==> src/rtl/fft_stream_pkg.sv <==
// Shared types for the FFT streaming host controller.
package fft_stream_pkg;

    // Frame lifecycle: load samples, kick the core, wait, capture, replay, re-arm.
    typedef enum logic [2:0] {
        LOAD,
        START,
        RUN,
        CAPTURE,
        DRAIN,
        CLEAR
    } host_state_t;

endpackage

==> src/rtl/frame_buffer.sv <==
// One-frame simple dual-port RAM with a registered read port.
module frame_buffer
    import fft_stream_pkg::*;
#(
    parameter int WIDTH  = 16,
    parameter int ADDR_W = 5
) (
    input  logic              clk_i,
    input  logic              srst_i,
    input  logic              wr_en_i,
    input  logic [ADDR_W-1:0] wr_addr_i,
    input  logic [WIDTH-1:0]  wr_data_i,
    input  logic              rd_en_i,
    input  logic [ADDR_W-1:0] rd_addr_i,
    output logic [WIDTH-1:0]  rd_data_o
);

    localparam int DEPTH = 1 << ADDR_W;

    logic [WIDTH-1:0] mem_q [0:DEPTH-1];
    logic [WIDTH-1:0] rd_data_q;

    // Write port: storage array only, no reset so it maps onto block RAM.
    always_ff @(posedge clk_i) begin
        if (wr_en_i) begin
            mem_q[wr_addr_i] <= wr_data_i;
        end
    end

    // Read port: output register holds its value when no read is issued,
    // which keeps the replayed word stable under backpressure.
    always_ff @(posedge clk_i) begin
        if (srst_i) begin
            rd_data_q <= '0;
        end else if (rd_en_i) begin
            rd_data_q <= mem_q[rd_addr_i];
        end
    end

    assign rd_data_o = rd_data_q;

endmodule

==> src/rtl/fft_stream_host.sv <==
// Streaming host for the FFT core: loads a frame, starts the core, captures
// the result sweep into a local buffer and replays it with backpressure.
module fft_stream_host
    import fft_stream_pkg::*;
#(
    parameter int width  = 16,
    parameter int N_2    = 5,
    parameter int RD_LAT = 1
) (
    input  logic             clk,
    input  logic             reset,
    input  logic             in_valid,
    output logic             in_ready,
    input  logic [width-1:0] in_data,
    output logic             out_valid,
    input  logic             out_ready,
    output logic [width-1:0] out_data,
    output logic             out_last,
    output logic             busy,
    output logic             fft_reset,
    output logic             fft_start,
    output logic             fft_load,
    output logic [N_2-1:0]   fft_rd_adr,
    output logic [width-1:0] fft_rd,
    input  logic             fft_done,
    input  logic [width-1:0] fft_wd
);

    localparam int N  = 1 << N_2;
    localparam int CW = $clog2(RD_LAT + N + 1);
    localparam logic [N_2-1:0] IDX_LAST = N_2'(N - 1);
    localparam logic [CW-1:0]  CAP_LAT  = CW'(RD_LAT);
    localparam logic [CW-1:0]  CAP_LAST = CW'(RD_LAT + N - 1);

    host_state_t      state_q, state_d;
    logic [N_2-1:0]   ld_cnt_q, ld_cnt_d;
    logic [CW-1:0]    cap_cnt_q, cap_cnt_d;
    logic [N_2-1:0]   drn_cnt_q, drn_cnt_d;
    logic             fft_load_q, fft_load_d;
    logic [N_2-1:0]   fft_rd_adr_q, fft_rd_adr_d;
    logic [width-1:0] fft_rd_q, fft_rd_d;
    logic             fft_start_q, fft_start_d;
    logic             out_valid_q, out_valid_d;
    logic             out_last_q, out_last_d;

    logic             cap_active;
    logic [N_2-1:0]   drn_next;
    logic             buf_wr_en, buf_rd_en;
    logic [N_2-1:0]   buf_wr_addr, buf_rd_addr;
    logic [width-1:0] buf_rd_data;

    assign drn_next = drn_cnt_q + 1'b1;

    // Next-state, counters, core strobes and buffer port control.
    always_comb begin
        state_d      = state_q;
        ld_cnt_d     = ld_cnt_q;
        cap_cnt_d    = cap_cnt_q;
        drn_cnt_d    = drn_cnt_q;
        fft_load_d   = 1'b0;
        fft_rd_adr_d = fft_rd_adr_q;
        fft_rd_d     = fft_rd_q;
        fft_start_d  = 1'b0;
        out_valid_d  = out_valid_q;
        out_last_d   = out_last_q;
        cap_active   = 1'b0;
        buf_wr_en    = 1'b0;
        buf_wr_addr  = '0;
        buf_rd_en    = 1'b0;
        buf_rd_addr  = '0;

        case (state_q)
            LOAD: begin
                if (in_valid) begin
                    fft_load_d   = 1'b1;
                    fft_rd_adr_d = ld_cnt_q;
                    fft_rd_d     = in_data;
                    ld_cnt_d     = ld_cnt_q + 1'b1;
                    if (ld_cnt_q == IDX_LAST) begin
                        state_d = START;
                    end
                end
            end
            START: begin
                // Registered, so the pulse lands the cycle after the last load.
                fft_start_d = 1'b1;
                state_d     = RUN;
            end
            RUN: begin
                // The first done cycle is capture count 0, even if done was
                // already high when RUN was entered.
                cap_active = fft_done;
            end
            CAPTURE: begin
                // Done dropping here is a core fault; keep counting regardless.
                cap_active = 1'b1;
            end
            DRAIN: begin
                if (out_ready) begin
                    if (drn_cnt_q == IDX_LAST) begin
                        state_d     = CLEAR;
                        out_valid_d = 1'b0;
                        out_last_d  = 1'b0;
                    end else begin
                        drn_cnt_d   = drn_next;
                        buf_rd_en   = 1'b1;
                        buf_rd_addr = drn_next;
                        out_last_d  = (drn_next == IDX_LAST);
                    end
                end
            end
            CLEAR: begin
                state_d = LOAD;
            end
            default: begin
                state_d = LOAD;
            end
        endcase

        if (cap_active) begin
            cap_cnt_d = cap_cnt_q + 1'b1;
            state_d   = CAPTURE;
            if (cap_cnt_q >= CAP_LAT) begin
                buf_wr_en   = 1'b1;
                buf_wr_addr = N_2'(cap_cnt_q - CAP_LAT);
            end
            if (cap_cnt_q == CAP_LAST) begin
                // Prefetch entry 0 so out_data is ready together with out_valid.
                state_d     = DRAIN;
                cap_cnt_d   = '0;
                drn_cnt_d   = '0;
                buf_rd_en   = 1'b1;
                buf_rd_addr = '0;
                out_valid_d = 1'b1;
                out_last_d  = (N == 1);
            end
        end
    end

    // State and output registers; reset wins in every state.
    always_ff @(posedge clk) begin
        if (reset) begin
            state_q      <= LOAD;
            ld_cnt_q     <= '0;
            cap_cnt_q    <= '0;
            drn_cnt_q    <= '0;
            fft_load_q   <= 1'b0;
            fft_rd_adr_q <= '0;
            fft_rd_q     <= '0;
            fft_start_q  <= 1'b0;
            out_valid_q  <= 1'b0;
            out_last_q   <= 1'b0;
        end else begin
            state_q      <= state_d;
            ld_cnt_q     <= ld_cnt_d;
            cap_cnt_q    <= cap_cnt_d;
            drn_cnt_q    <= drn_cnt_d;
            fft_load_q   <= fft_load_d;
            fft_rd_adr_q <= fft_rd_adr_d;
            fft_rd_q     <= fft_rd_d;
            fft_start_q  <= fft_start_d;
            out_valid_q  <= out_valid_d;
            out_last_q   <= out_last_d;
        end
    end

    frame_buffer #(
        .WIDTH (width),
        .ADDR_W(N_2)
    ) u_frame_buffer (
        .clk_i    (clk),
        .srst_i   (reset),
        .wr_en_i  (buf_wr_en),
        .wr_addr_i(buf_wr_addr),
        .wr_data_i(fft_wd),
        .rd_en_i  (buf_rd_en),
        .rd_addr_i(buf_rd_addr),
        .rd_data_o(buf_rd_data)
    );

    assign in_ready   = (state_q == LOAD);
    assign busy       = (state_q != LOAD);
    assign fft_reset  = reset | (state_q == CLEAR);
    assign fft_start  = fft_start_q;
    assign fft_load   = fft_load_q;
    assign fft_rd_adr = fft_rd_adr_q;
    assign fft_rd     = fft_rd_q;
    assign out_valid  = out_valid_q;
    assign out_last   = out_last_q;
    assign out_data   = buf_rd_data;

endmodule

==> config.mk <==
export PLATFORM = sky130hd
export DESIGN_NAME = fft_stream_host
export DESIGN_NICKNAME = d
export VERILOG_FILES = /design/src/rtl/fft_stream_pkg.sv /design/src/rtl/frame_buffer.sv /design/src/rtl/fft_stream_host.sv
export SDC_FILE = /design/constraint.sdc
export NUM_CORES = 1
export LEC_CHECK = 0
export ABC_AREA = 1
export CAP_MARGIN = 20
export CORE_ASPECT_RATIO = 0.9
export CORE_MARGIN = 5
export CORE_UTILIZATION = 39
export DETAILED_ROUTE_END_ITERATION = 6
export MAX_ROUTING_LAYER = met4
export PLACE_DENSITY = 0.66
export SLEW_MARGIN = 40
export SYNTH_ARGS = -nofsm -noshare
export SYNTH_HDL_FRONTEND = slang
export SYNTH_SLANG_ARGS = --single-unit
==> constraint.sdc <==
create_clock -name clk -period 3.55 [get_ports clk]
set_input_delay 0.71 -clock clk [delete_from_list [all_inputs] [get_ports clk]]
set_output_delay 0.71 -clock clk [all_outputs]
set_load 0.01 [all_outputs]
# Word-level counts from Yosys, hierarchy flattened
# Memories as Yosys holds them, arrays and structs flattened. A register that Yosys moved wholly into a read port is not among the register bits.
# Index checks and enable logic that the tools add are counted.
# totals
ff_bits	44
mem_bits_rw	512
input_bits	37
wordCells	80
mem_count	1
# mem_list
name	words	word_bits	read_ports	rd_ports_with_merged_regs	write_ports	line	rtl
u_frame_buffer.mem_q	32	16	1	1	1	frame_buffer.sv:20	logic [WIDTH-1:0] mem_q [0:DEPTH-1];
# classes
addsub	4
magnitude_cmp	1
n_eq_ne	14
muxes	42
bitwise_logic	2
reduce_logical	6
# op_table
op	n
5-bit two-way mux	12
1-bit two-way mux	21
3-bit two-way mux	6
5-bit == test (second input constant)	3
3-bit case mux with 4 select lines	1
5-bit by 1-bit adder with 5-bit output (second input constant)	2
6-bit by 1-bit adder with 6-bit output (second input constant)	1
3-bit by 2-bit == test with 1-bit output (second input constant)	2
3-bit == test (second input constant)	2
6-bit == test (second input constant)	1
6-bit by 1-bit >= comparator with 1-bit output (second input constant)	1
6-bit two-way mux	1
3-bit inequality test (second input constant)	2
5-bit AND reduction	1
5-bit by 1-bit subtractor with 5-bit output (second input constant)	1
2-bit OR reduction	2
3-bit by 1-bit == test with 1-bit output (second input constant)	1
3-bit zero test	1
3-bit by 1-bit inequality test with 1-bit output (second input constant)	1
3-bit by 2-bit inequality test with 1-bit output (second input constant)	1
3-bit nonzero test	1
2-bit by 1-bit inequality test with 1-bit output (second input constant)	1
1-bit case mux with 2 select lines	1
2-bit AND reduction	1
2 further kinds	2

# Logic depth before layout (Yosys ltp)
# logic_depth
word_depth	7
mapped_depth	21

# Modules after synthesis
# A second synthesis with hierarchy kept.
# unflattened
hier_cells	2072
hier_area_um2	23348.6
# by_module_without_submodules
module	n_inst	cells_per_inst	area_per_inst_um2	seq_area_each_um2
frame_buffer	1	1799	21320.4	15695.1
fft_stream_host	1	273	2028.2	880.8

# Worst setup path before layout
# Ideal clock, no wire load.
# synth_timing
kind	in2reg
startpoint	input port fft_done
endpoint	memory u_frame_buffer.mem_q[0][0], enable pin
arrival_ps	2684
setup_slack_ps	457
stages	7
path_buffers	0
cell_sequence	o21ai_1 a21oi_1 inv_2 nor2_1 inv_1 nand3_1 nor3_1
# synth_via
elab_chain_len	4
# synth_rtl
item	line	rtl
start: declaration	fft_stream_host.sv:25	input logic fft_done,
1-bit case mux with 2 select lines (*)	fft_stream_host.sv:72	case (state_q)
1-bit two-way mux	fft_stream_host.sv:120	if (cap_active) begin
1-bit two-way mux	frame_buffer.sv:25	if (wr_en_i) begin
1-bit two-way mux (not written as such)	frame_buffer.sv:26	mem_q[wr_addr_i] <= wr_data_i;
end: declaration	frame_buffer.sv:20	
# Every way passes the cells marked *; elsewhere a longest branch is shown, timed or not.

# Worst setup path after layout
# layout_timing
startpoint	register drn_cnt_q[1]
endpoint	register u_frame_buffer.rd_data_q[11] (netlist: u_frame_buffer.rd_data_o[11]), read port of u_frame_buffer.mem_q
# layout_via
elab_chain_len	6
# layout_rtl
item	line	rtl
start: declaration	fft_stream_host.sv:38	logic [N_2-1:0] drn_cnt_q, drn_cnt_d;
start signal: assignment	fft_stream_host.sv:157	drn_cnt_q <= drn_cnt_d;
5-bit by 1-bit adder with 5-bit output / 5-bit == test (equally long branches)	fft_stream_host.sv:52, fft_stream_host.sv:100	
5-bit two-way mux / 1-bit two-way mux (equally long branches)	fft_stream_host.sv:100	if (drn_cnt_q == IDX_LAST) begin
5-bit two-way mux / 1-bit two-way mux (equally long branches)	fft_stream_host.sv:99	if (out_ready) begin
5-bit two-way mux / 1-bit two-way mux (equally long branches)	fft_stream_host.sv:72	
5-bit two-way mux / 1-bit two-way mux (equally long branches)	fft_stream_host.sv:127	if (cap_cnt_q == CAP_LAST) begin
5-bit two-way mux / 1-bit two-way mux (equally long branches)	fft_stream_host.sv:120	
end: declaration	frame_buffer.sv:21	logic [WIDTH-1:0] rd_data_q;
# Several ways; a longest one is shown, not always the timed one.
# A chain may end at the register's enable or synchronous reset.

==> impl_metrics.sql <==
INSERT INTO impl_metrics (metric_group, metric, value, unit) VALUES
('status', 'status', 'finished, final reports clean', ''),
('die', 'floorplan.io_pins', '81', ''),
('detailed_routing', 'drt.antenna.violating_nets', '0', ''),
('timing', 'slew_violations', '0', ''),
('die', 'rows', '88', ''),
('power', 'leakage', '12.5', 'nW'),
('synthesis', 'yosys_register_bits', '572', ''),
('power', 'irDropWorstVdd', '530', 'uV'),
('die', 'fp.dieH', '251', 'um'),
('global_route', 'grt_start_max_net_pins', '82', ''),
('critical_path', 'worstPathRequired', '4080', 'ps'),
('synthesis', 'yosys_warnings', '0', ''),
('clock_tree', 'cts_tree', 'yes', ''),
('layout', 'filler_cell_count', '5840', ''),
('detailed_routing', 'routedWlPerCell', '19.2', 'um'),
('timing', 'timing.final.setup_violations', '0', ''),
('layout', 'postLayoutCellArea', '0.0293', 'mm2'),
('placed_design', 'dp_cells', '3444', ''),
('clock_tree', 'inserted_clock_buffers', '55', ''),
('critical_path', 'end_kind', 'flip-flop', ''),
('power', 'post-layout-total-power', '0.0145', 'W'),
('layout', 'num-nets-final', '2694', ''),
('worst_hold_path', 'worstHoldPathType', 'reg2reg', ''),
('die', 'fp.dieW', '278', 'um'),
('global_route', 'antenna_found_initial', '2', ''),
('synthesis', 'synth-async-reset-ratio', '0', ''),
('timing', 'grt_setup_unrepaired', 'false', ''),
('critical_path', 'timing.setup.critical_path_class', 'reg2reg', ''),
('timing', 'whs', '474', 'ps'),
('clock_tree', 'insertion_delay', '630', 'ps'),
('layout', 'synthToLayoutAreaGrowth', '16.8', '%'),
('global_route', 'grtUsageTotal', '0.195', ''),
('flow_run', 'max_cap_viols', '0', ''),
('synthesis', 'synthCells', '2552', ''),
('global_route', 'grt_first_pass_wirelength', '103', 'mm'),
('placed_design', 'place_area', '0.0274', 'mm2'),
('timing', 'maxClockFrequency', '0.306', 'GHz'),
('critical_path', 'critical_path.max_fanout', '62', ''),
('clock_tree', 'ctsHtreeMaxLevel', '2', ''),
('power', 'power_density', '494', 'mW/mm2'),
('critical_path', 'cp_arrival', '3790', 'ps'),
('synthesis', 'netlist_area', '0.0251', 'mm2'),
('critical_path', 'start_kind', 'flip-flop', ''),
('synthesis', 'most_used_dff_post_synth', 'sky130_fd_sc_hd__edfxtp_1', ''),
('synthesis', 'synth.yosys.seq_area_share', '0.660', ''),
('global_route', 'total_gr_overflow', '0', ''),
('timing', 'fin_setup_tns', '0', 'ps'),
('detailed_routing', 'via_per_inst', '5.09', ''),
('timing', 'worst_clock_skew', '24.3', 'ps'),
('die', 'start_util', '0.393', ''),
('layout', 'final_cells', '3550', ''),
('die', 'floorplan.die_area', '0.0696', 'mm2'),
('placed_design', 'hpwl', '40.5', 'mm'),
('detailed_routing', 'drt_iter0_drc', '2183', ''),
('synthesis', 'syn-mean-instance-area', '9.84', 'um2'),
('timing', 'worst_slew_margin_rel', '0.493', ''),
('die', 'coreArea', '0.0640', 'mm2'),
('detailed_routing', 'firstDrtPassIters', '6', ''),
('timing', 'final_period_minus_worst_setup_slack', '3260', 'ps'),
('timing', 'timing.final.crit_share', '0.919', ''),
('placed_design', 'place_congestion', '0.905', ''),
('synthesis', 'mappedNetlistNets', '2599', ''),
('detailed_routing', 'via_count', '18100', ''),
('global_route', 'via_count_of_the_first_global_routing_pass', '16800', ''),
('synthesis', 'netlist-cell-type-count', '28', ''),
('placed_design', 'place.port_buffers', '80', ''),
('clock_tree', 'clkSinkCount', '572', ''),
('clock_tree', 'post_cts.repair.setup_buffers', '0', ''),
('clock_tree', 'clock_tree.root_cell', 'sky130_fd_sc_hd__clkbuf_16', ''),
('timing', 'worst-slew-pin-transition', '759', 'ps'),
('synthesis', 'synth_edf_count', '512', ''),
('detailed_routing', 'detail_route.drc_violations', '0', ''),
('timing', 'hold_viol', '0', ''),
('clock_tree', 'clkSlewWorstSetupHoldPaths', '60', 'ps'),
('layout', 'layout-drive-gt1-share', '0.0776', ''),
('detailed_routing', 'finalWirelength', '68.2', 'mm'),
('clock_tree', 'cts_max_path_buffers', '3', '');
[Yosys cell counts (all sizes together) (6+ instances only)]
| cell | n | area share |
|---|---|---|
| ha | 10 | 0.0050 |
| o21ai | 45 | 0.0090 |
| nand4 | 82 | 0.020 |
| dfxtp | 60 | 0.048 |
| clkbuf | 58 | 0.0087 |
| buf | 77 | 0.015 |
| nand2 | 611 | 0.092 |
| edfxtp | 512 | 0.61 |
| xor2 | 6 | 0.0021 |
| a21oi | 19 | 0.0038 |
| nor3 | 7 | 0.0016 |
| inv | 517 | 0.077 |
| nor2 | 97 | 0.016 |
| nand3 | 444 | 0.088 |
[worst paths after layout]
check                           slack [ps]                           end  cells after the start           from
worst min-delay path                   470                 fft_rd_adr[1]                      2  fft_rd_adr[1]
worst min register to register         470                 fft_rd_adr[1]                      2  fft_rd_adr[1]
worst max-delay path                   290  u_frame_buffer.rd_data_o[11]                     20   drn_cnt_q[1]
worst max register to register         290  u_frame_buffer.rd_data_o[11]                     20   drn_cnt_q[1]
[metrics by stage]
stage,util,setup slack (ps)
6_report,0.459,287
5_1_grt,0.459,0.872
4_1_cts,0.458,274
3_5_place_dp,0.428,180
3_3_place_gp,0.428,152
2_1_floorplan,-,457
[report_power, final]
part	total (W)	internal, W	switching [W]	leakage (nW)
clock network	0.00610	0.00349	0.00261	0.926
logic	0.000911	0.000285	0.000626	6.49
registers	0.00747	0.00742	0.0000516	5.09
[critical path: stages, from the launching register on]
cell	delay (ps)
sky130_fd_sc_hd__dfxtp_1	400
sky130_fd_sc_hd__ha_1	210
sky130_fd_sc_hd__nand2_1	60
sky130_fd_sc_hd__nor2_1	130
sky130_fd_sc_hd__ha_1	240
sky130_fd_sc_hd__inv_1	110
sky130_fd_sc_hd__ha_1	210
sky130_fd_sc_hd__nand2_1	140
sky130_fd_sc_hd__inv_2	90
sky130_fd_sc_hd__nand3_4	140
sky130_fd_sc_hd__buf_16	260
sky130_fd_sc_hd__buf_12	230
sky130_fd_sc_hd__nand2_1	90
sky130_fd_sc_hd__nand3_1	90
sky130_fd_sc_hd__nand3_1	120
sky130_fd_sc_hd__nand3_1	180
sky130_fd_sc_hd__nand2_1	120
sky130_fd_sc_hd__nand2_1	120
sky130_fd_sc_hd__nand3_1	80
sky130_fd_sc_hd__nand2_1	70
sky130_fd_sc_hd__inv_1	30
[cell type report]
type | instances | area, um2 | area share
Antenna cell | 1 | 2.50 | 0.0000853
Inverter | 517 | 1940 | 0.0662
Sequential cell | 572 | 16600 | 0.565
Timing Repair Buffer | 173 | 1790 | 0.0612
Multi-Input combinational cell | 1328 | 6060 | 0.207
Clock inverter | 27 | 317 | 0.0108
Tap cell | 855 | 1070 | 0.0365
Clock buffer | 77 | 1570 | 0.0536
[registers in the layout, summed over array words and instances, names as in the netlist]
register                  cells
u_frame_buffer.mem_q        512
fft_rd                       16
u_frame_buffer.rd_data_o     16
cap_cnt_q                     6
drn_cnt_q                     5
fft_rd_adr                    5
ld_cnt_q                      5
state_q                       3
fft_load                      1
fft_start                     1
out_last                      1
out_valid                     1
[layout by cell type, fill, tap and decap left out, drive strengths merged, types with 5 or more instances in the layout]
master,count
nand3,444
ha,10
o21ai,45
a21oi,19
clkdlybuf4s50,80
buf,92
clkinvlp,6
dfxtp,60
nor2,97
bufinv,5
nand2,611
inv,521
edfxtp,512
xor2,6
nor3,7
nand4,82
clkinv,12
clkbuf,78
[repair_timing]
| item | CTS | global route |
|---|---|---|
| hold endpoints to repair | 0 | 0 |
| resized for setup | 0 | 3 |
| hold buffers | 0 | 0 |
| endpoints found under the setup margin | 0 | 2 |
[logic make-up (layout without fill, tap and decap cells)]
kind of cell | Yosys count | after routing | synth area share
AND/OR/NAND/NOR | 1244 | 1244 | 0.219
XOR/XNOR | 7 | 7 | 0.00244
AO/OA/AOI/OAI | 67 | 67 | 0.0136
other | 0 | 1 | 0
buffers and inverters | 652 | 794 | 0.101
adder cells (fa/ha/maj) | 10 | 10 | 0.00498
flip-flops | 572 | 572 | 0.660
[layer usage]
layer  up-vias  GRT usage  wire, um
met5         -          -         0
met4         0     0.0452      1450
met3       107     0.0370      6950
met2       893      0.296     30800
met1      8595      0.275     29000
li1       8487          -         -
Power figures use the tool's default switching activity.
